==> src/rtl/cam_fifo_sync.sv <==
// Single-clock pixel FIFO with occupancy level, almost-full/empty thresholds and sticky error flags.
// Optional first-word-fall-through read path enabled by defining CAM_FIFO_FWFT_EN.
module cam_fifo_sync #(
   parameter int ADR_WIDTH = 4,
   parameter int DAT_WIDTH = 8,
   parameter int AF_THRESH = (1 << ADR_WIDTH) - 2,
   parameter int AE_THRESH = 1
) (
   input  logic                 Pclk,
   input  logic                 rst,
   input  logic                 wr,
   input  logic [DAT_WIDTH-1:0] data_in,
   input  logic                 rd,
   input  logic                 clr_err,
   output logic [DAT_WIDTH-1:0] data_out,
   output logic                 rd_valid,
   output logic                 empty,
   output logic                 full,
   output logic                 almost_full,
   output logic                 almost_empty,
   output logic [ADR_WIDTH:0]   level,
   output logic                 overflow,
   output logic                 underflow
);

   localparam int DEPTH = 1 << ADR_WIDTH;
   localparam logic [ADR_WIDTH:0] DEPTH_L = (ADR_WIDTH+1)'(DEPTH);
   localparam logic [ADR_WIDTH:0] AF_L    = (ADR_WIDTH+1)'(AF_THRESH);
   localparam logic [ADR_WIDTH:0] AE_L    = (ADR_WIDTH+1)'(AE_THRESH);

   logic [DAT_WIDTH-1:0] mem [DEPTH];
   logic [ADR_WIDTH-1:0] w_ptr;
   logic [ADR_WIDTH-1:0] r_ptr;
   logic [ADR_WIDTH:0]   level_nxt;
   logic                 wa;
   logic                 ra;

   // Acceptance looks only at the registered flags, so wr/rd never reach the flags combinationally.
   assign wa = wr & ~full;
   assign ra = rd & ~empty;

   always_comb begin
      level_nxt = level;
      case ({wa, ra})
         2'b10:   level_nxt = level + 1'b1;
         2'b01:   level_nxt = level - 1'b1;
         default: level_nxt = level;
      endcase
   end

   always_ff @(posedge Pclk) begin
      if (wa && !rst) begin
         mem[w_ptr] <= data_in;
      end
   end

   always_ff @(posedge Pclk) begin
      if (rst) begin
         w_ptr        <= '0;
         r_ptr        <= '0;
         level        <= '0;
         empty        <= 1'b1;
         full         <= 1'b0;
         almost_full  <= (AF_L == '0);
         almost_empty <= 1'b1;
         overflow     <= 1'b0;
         underflow    <= 1'b0;
      end else begin
         if (wa) begin
            w_ptr <= w_ptr + 1'b1;
         end
         if (ra) begin
            r_ptr <= r_ptr + 1'b1;
         end
         level        <= level_nxt;
         empty        <= (level_nxt == '0);
         full         <= (level_nxt == DEPTH_L);
         almost_full  <= (level_nxt >= AF_L);
         almost_empty <= (level_nxt <= AE_L);
         // A fresh error in the same cycle as clr_err wins over the clear.
         overflow     <= (overflow  & ~clr_err) | (wr & full);
         underflow    <= (underflow & ~clr_err) | (rd & empty);
      end
   end

`ifdef CAM_FIFO_FWFT_EN
   // Head word is shown directly; forced to zero while empty so stale memory never leaks out.
   assign data_out = empty ? '0 : mem[r_ptr];
   assign rd_valid = ~empty;
`else
   always_ff @(posedge Pclk) begin
      if (rst) begin
         data_out <= '0;
         rd_valid <= 1'b0;
      end else begin
         rd_valid <= ra;
         if (ra) begin
            data_out <= mem[r_ptr];
         end
      end
   end
`endif

endmodule

==> config.mk <==
export PLATFORM = sky130hd
export DESIGN_NAME = cam_fifo_sync
export DESIGN_NICKNAME = d
export VERILOG_FILES = /design/src/rtl/cam_fifo_sync.sv
export SDC_FILE = /design/constraint.sdc
export NUM_CORES = 1
export LEC_CHECK = 0
export BUFFER_PORTS_ARGS = -buffer_cell sky130_fd_sc_hd__buf_2
export CORE_ASPECT_RATIO = 1.25
export CORE_UTILIZATION = 35
export DETAILED_ROUTE_END_ITERATION = 16
export PLACE_DENSITY = 0.48
export SETUP_SLACK_MARGIN = 0.3
export SYNTH_ARGS = -nofsm -noshare
export SYNTH_HDL_FRONTEND = slang
export SYNTH_SLANG_ARGS = --single-unit
==> constraint.sdc <==
create_clock -name Pclk -period 2.6 [get_ports Pclk]
set_clock_uncertainty 0.05 [all_clocks]
set_input_delay 0.13 -clock Pclk [delete_from_list [all_inputs] [get_ports Pclk]]
set_output_delay 0.13 -clock Pclk [all_outputs]
set_load 0.005 [all_outputs]
# Word-level counts from Yosys, hierarchy flattened
# Memory sizes are Yosys's and may differ from the RTL's. A register that Yosys moved wholly into a read port is not among the register bits.
# Cells that the tools add are included.
# word_totals
register_bits	20
ramBits	128
inputBits	13
mem_count	1
# mem_list
name	words	width	rd	rd_clocked_by_memory_dff	wr	line	text
mem	16	8	1	1	1	31	logic [DAT_WIDTH-1:0] mem [DEPTH];
# classes
addsub	4
n_lt_le_gt_ge	2
n_eq_ne	3
n_mux	3
bitwise_logic	11
n_reduce_logical	3
# op_table
cell	n
5-bit one-hot mux with 2 select lines	1
4-bit by 1-bit adder with 4-bit output (second input constant)	2
1-bit bitwise AND	6
5-bit by 1-bit adder with 5-bit output (second input constant)	1
5-bit == test (second input constant)	1
5-bit by 4-bit greater-or-equal comparator with 1-bit output (second input constant)	1
5-bit by 1-bit <= comparator with 1-bit output (second input constant)	1
5-bit zero test	1
5-bit by 1-bit subtractor with 5-bit output (second input constant)	1
1-bit NOT	3
2-bit by 1-bit == test with 1-bit output (second input constant)	1
2-bit == test (second input constant)	1
1-bit 2-to-1 mux	2
1-bit bitwise OR	2
1-bit logical AND	1
1-bit zero test	1

# Longest topological paths before layout
# logic_depth
depth_word	5
depth_mapped	11
mapped_depth_nobuf	10

# Worst setup path after synthesis
# No wires, ideal clock.
# synth_timing
kind	register -> register
startpoint	register empty
endpoint	register full
setup_time_ns	0.080
arrival_time_ns	2.247
setup_slack_ns	0.223
path_stages_with_launch	11
n_path_buf	0
path_cell_list	dfxtp_1 -> nand2b_1 -> nor2_4 -> xor2_1 -> ha_1 -> or3b_2 -> nand4_1 -> a21oi_1 -> xnor2_1 -> or2_2 -> nor3b_1
# synth_between
elab_chain_cells	5
elab_cells_between_ends	6
# synth_lines
element	line	text
from (decl)	17	output logic empty,
from (signal assigned)	76	empty <= (level_nxt == '0);
1-bit NOT (*)	40	assign ra = rd & ~empty;
1-bit bitwise AND (*)	40	
2-bit by 1-bit == test with 1-bit output or 2-bit == test (tied branches)	44	case ({wa, ra})
5-bit one-hot mux with 2 select lines (*)	44	
5-bit == test (*)	77	full <= (level_nxt == DEPTH_L);
to (signal assigned)	77	
to (decl)	18	output logic full,
# Every way passes the cells marked *; elsewhere a longest branch is shown, timed or not.
# A chain may end at the register's enable or synchronous reset.

# Worst setup path in the final report
# layout_timing
startpoint	input port wr
endpoint	register full
# layout_between
elab_chain_cells	4
elab_cells_between_ends	5
# layout_lines
element	line	text
from (decl)	11	input logic wr,
1-bit bitwise AND (*)	39	assign wa = wr & ~full;
2-bit by 1-bit == test with 1-bit output or 2-bit == test (tied branches)	44	
5-bit one-hot mux with 2 select lines (*)	44	
5-bit == test (*)	77	
# Marked as above.

==> results by group <==
Status
  – Status: complete, no violations

Power and ir drop
  – VDD IR max: 0.4690 mV
  – Power per cell area: 795.5 nW/um^2
  – Power Total: 5.926 mW
  – LEAKAGE: 2.563 nW

Synthesis
  – Synthesis-stage register bit count: 156
  – Mapped Avg Cell Area: 18.00 sq um
  – Post-Syn Area: 6265 sq um
  – Netlist cell types: 40
  – Synthesized Nets: 368
  – Gate Count Post-Synth: 348
  – Post-synth top area cell: edfxtp_1
  – Seq/Total Area, Yosys: 70.30%
  – Synth top area cells: edfxtp_1 (61%), dfxtp_1 (8.9%), mux4_1 (8.0%)
  – Top cell type's share of synthesized area: 61.35%
  – Ys Warns: 0

Layout
  – Post-route cell area: 7450 sq um
  – Growth of design area from synthesis to finish: 18.91%
  – Layout cell share with drive strength beyond 1: 29.76%
  – # nets final: 427
  – Final Instance Count excl. Fillers: 644
  – Final Util: 42.57%
  – Filler instances: 1547
  – Ant. Diodes: 0

GRT
  – First-pass GRT wire length: 18.99 mm
  – Initial antenna violation count: 0
  – Vias in the first global route: 3332
  – GR Overflow Total: 0
  – GR Util All Layers: 14.43%
  – Largest net degree at the start of global routing: 36

Min path
  – Hold EP: underflow
  – Critical hold path startpoint: clr_err
  – HP Class: in -> reg
  – WHS Path Cells: 4

Setup path
  – RR Startpoint: empty
  – Crit. End Element: flip-flop
  – Setup crit start: wr
  – Kind of critical path: in -> reg
  – Critical Path AT: 2.50 ns
  – Worst reg2reg setup slack: 0.44 ns
  – Crit-path max FO: 3
  – FF-to-FF End: full
  – Nature of the critical path startpoint: primary input
  – Required @ worst endpoint: 2.90 ns
  – Worst r2r path cells: 10

Timing
  – Slew headroom: 56.75%
  – Period utilisation layout: 84.62%
  – Min Clock Period, post-route: 2.200 ns
  – FMAX: 454.5 MHz
  – Endpoints failing hold: 0
  – Setup TNS: 0 ns
  – RSZ-0062 raised after global routing: true
  – Final Setup Violations: 0
  – Slew @ Worst Pin: 0.6478 ns
  – Final worst slack: 0.3999 ns
  – Max Slew Vio Count: 0
  – Worst hold slack: 0.007110 ns

Floorplanning
  – Num rows: 54
  – Die X-Extent: 121.7 microns
  – I/O Pins: 33
  – Vert. Die Dim: 151.6 microns
  – Initial core utilization: 35.80%
  – Full die area: 18440 sq um
  – Core area: 17500 sq um

Run
  – # Max-Cap Violations: 0

Clock network
  – Root buffer cell: clkbuf_16
  – CTS tree: done
  – Max H-tree Level: 4
  – Clk slew on worst S/H paths: 0.07 ns
  – Clock Sinks: 156
  – Clock Path Buffers: 2
  – CTS buffer count: 17
  – Clk_lat worst skew: 0.43 ns

Detailed routing
  – Post-route antenna net violation count: 0
  – DRC Markers: 0
  – Total Routed Length: 12.01 mm
  – Routed WL per cell: 18.64 microns
  – Via Count: 3162
  – Total iterations of the first detailed-routing run: 4
  – Vias per cell: 4.910
  – DRT iter0 DRCs: 229

Place
  – Placed cell areas: 6789 sq um
  – Final Wtd Congestion: 0.7584
  – Hpwl dp: 8.221 mm
  – Placement Setup Slack: 0.2446 ns
  – Cells after DPL: 606
  – I/O Buffers: 32
==> power breakdown <==
part | switching [mW] | internal (mW) | total, mW
registers | 0.0531 | 2.77 | 2.82
logic | 0.365 | 0.359 | 0.724
clock network | 1.10 | 1.28 | 2.38
==> registers in the layout (all words and copies together), names as in the netlist, 4 cells and up <==
| signal | count |
|---|---|
| data_out | 8 |
| level | 5 |
| mem | 128 |
| r_ptr | 4 |
| w_ptr | 4 |
==> layout make-up <==
| cell class | instances | area, sq um | share of cell area [%] |
|---|---|---|---|
| multi-input cells | 165 | 1753 | 23.53 |
| clock buffers | 18 | 429.2 | 5.761 |
| repair buffers | 60 | 406.6 | 5.459 |
| inverters | 7 | 26.28 | 0.3527 |
| flip-flops and latches | 156 | 4407 | 59.15 |
| clock inverters | 14 | 147.6 | 1.982 |
| well taps | 224 | 280.3 | 3.762 |
==> Yosys cell counts <==
master	number
edfxtp_1	128
nand2_1	30
dfxtp_1	28
nor2_1	28
mux4_2	21
mux4_1	19
a21oi_1	13
clkbuf_1	9
xor2_1	8
ha_1	7
inv_1	5
nand4_1	5
nor3_1	5
xnor2_1	5
buf_1	4
buf_2	3
nand2b_1	3
a21o_1	2
a22oi_1	2
buf_6	2
o31ai_1	2
a31o_2	1
a31oi_1	1
buf_12	1
buf_8	1
clkinv_1	1
inv_2	1
mux2i_1	1
nor2_2	1
nor2_4	1
nor2b_1	1
nor3b_1	1
o211ai_1	1
o21ai_0	1
o21bai_1	1
o41ai_2	1
or2_2	1
or3_1	1
or3b_2	1
xnor3_1	1
==> cells in the final DEF (no fill, tap or decap), types with 2 or more instances in the layout <==
master	Yosys	routed
a21o_1	2	2
nor2_1	28	28
buf_4	0	22
nand2_1	30	30
dfxtp_2	0	2
dfxtp_1	28	26
inv_6	0	6
mux4_2	21	21
mux4_1	19	19
inv_1	5	5
a21oi_1	13	11
a21oi_2	0	2
dlygate4sd3_1	0	3
clkinv_8	0	3
nor3_1	5	5
edfxtp_1	128	128
a22oi_1	2	2
clkbuf_16	0	17
nand4_1	5	5
buf_2	3	32
inv_8	0	3
ha_1	7	6
xnor2_1	5	5
buf_12	1	2
nand2b_1	3	2
xor2_1	8	8
==> worst max path at each step <==
stage | cells after the start | end | slack (ns)
floorplan | 11 | full | 0.31
global placement | 10 | full | 0.28
detailed placement | 10 | full | 0.24
CTS | 12 | full | 0.33
global route | 12 | full | 0.27
finish | 12 | full | 0.40
==> layer usage <==
metal	share of wire (%)	global-route usage (%)	routed length [microns]
met1	43	17.44	5215
met2	52	24.60	6216
met3	3.3	3.780	396
met4	1.5	5.556	179
met5	0	0	0
==> critical path: stages <==
cell	delay (ns)
dlygate4sd3_1	0.53
buf_2	0.13
nor2b_4	0.13
nor2_4	0.11
xor2_1	0.16
ha_2	0.19
or3b_4	0.36
nand4_1	0.12
a21oi_2	0.07
xnor2_1	0.16
or2_4	0.28
nor3b_2	0.14
==> cells by family (layout without fill, tap and decap cells) <==
family / Yosys count / in the layout / share of synthesized area [%]
DFF: 156 / 156 / 70.30
and+or+nand+nor: 78 / 78 / 5.513
muxes: 41 / 41 / 15.68
buffers and inverters: 27 / 99 / 2.356
AOI/OAI and AO/OA: 25 / 25 / 2.576
xor gates and xnor gates: 14 / 14 / 2.177
adders and majority gates: 7 / 7 / 1.398
==> repair_timing <==
item                                   CTS  global route
hold buffers                             3             0
setup endpoints to repair                2             5
pin swaps                                2             4
resized for setup                        2             6
setup buffers                            3             0
endpoints found under the hold margin    2             0
Note: power is estimated with default switching activity, not from simulation.
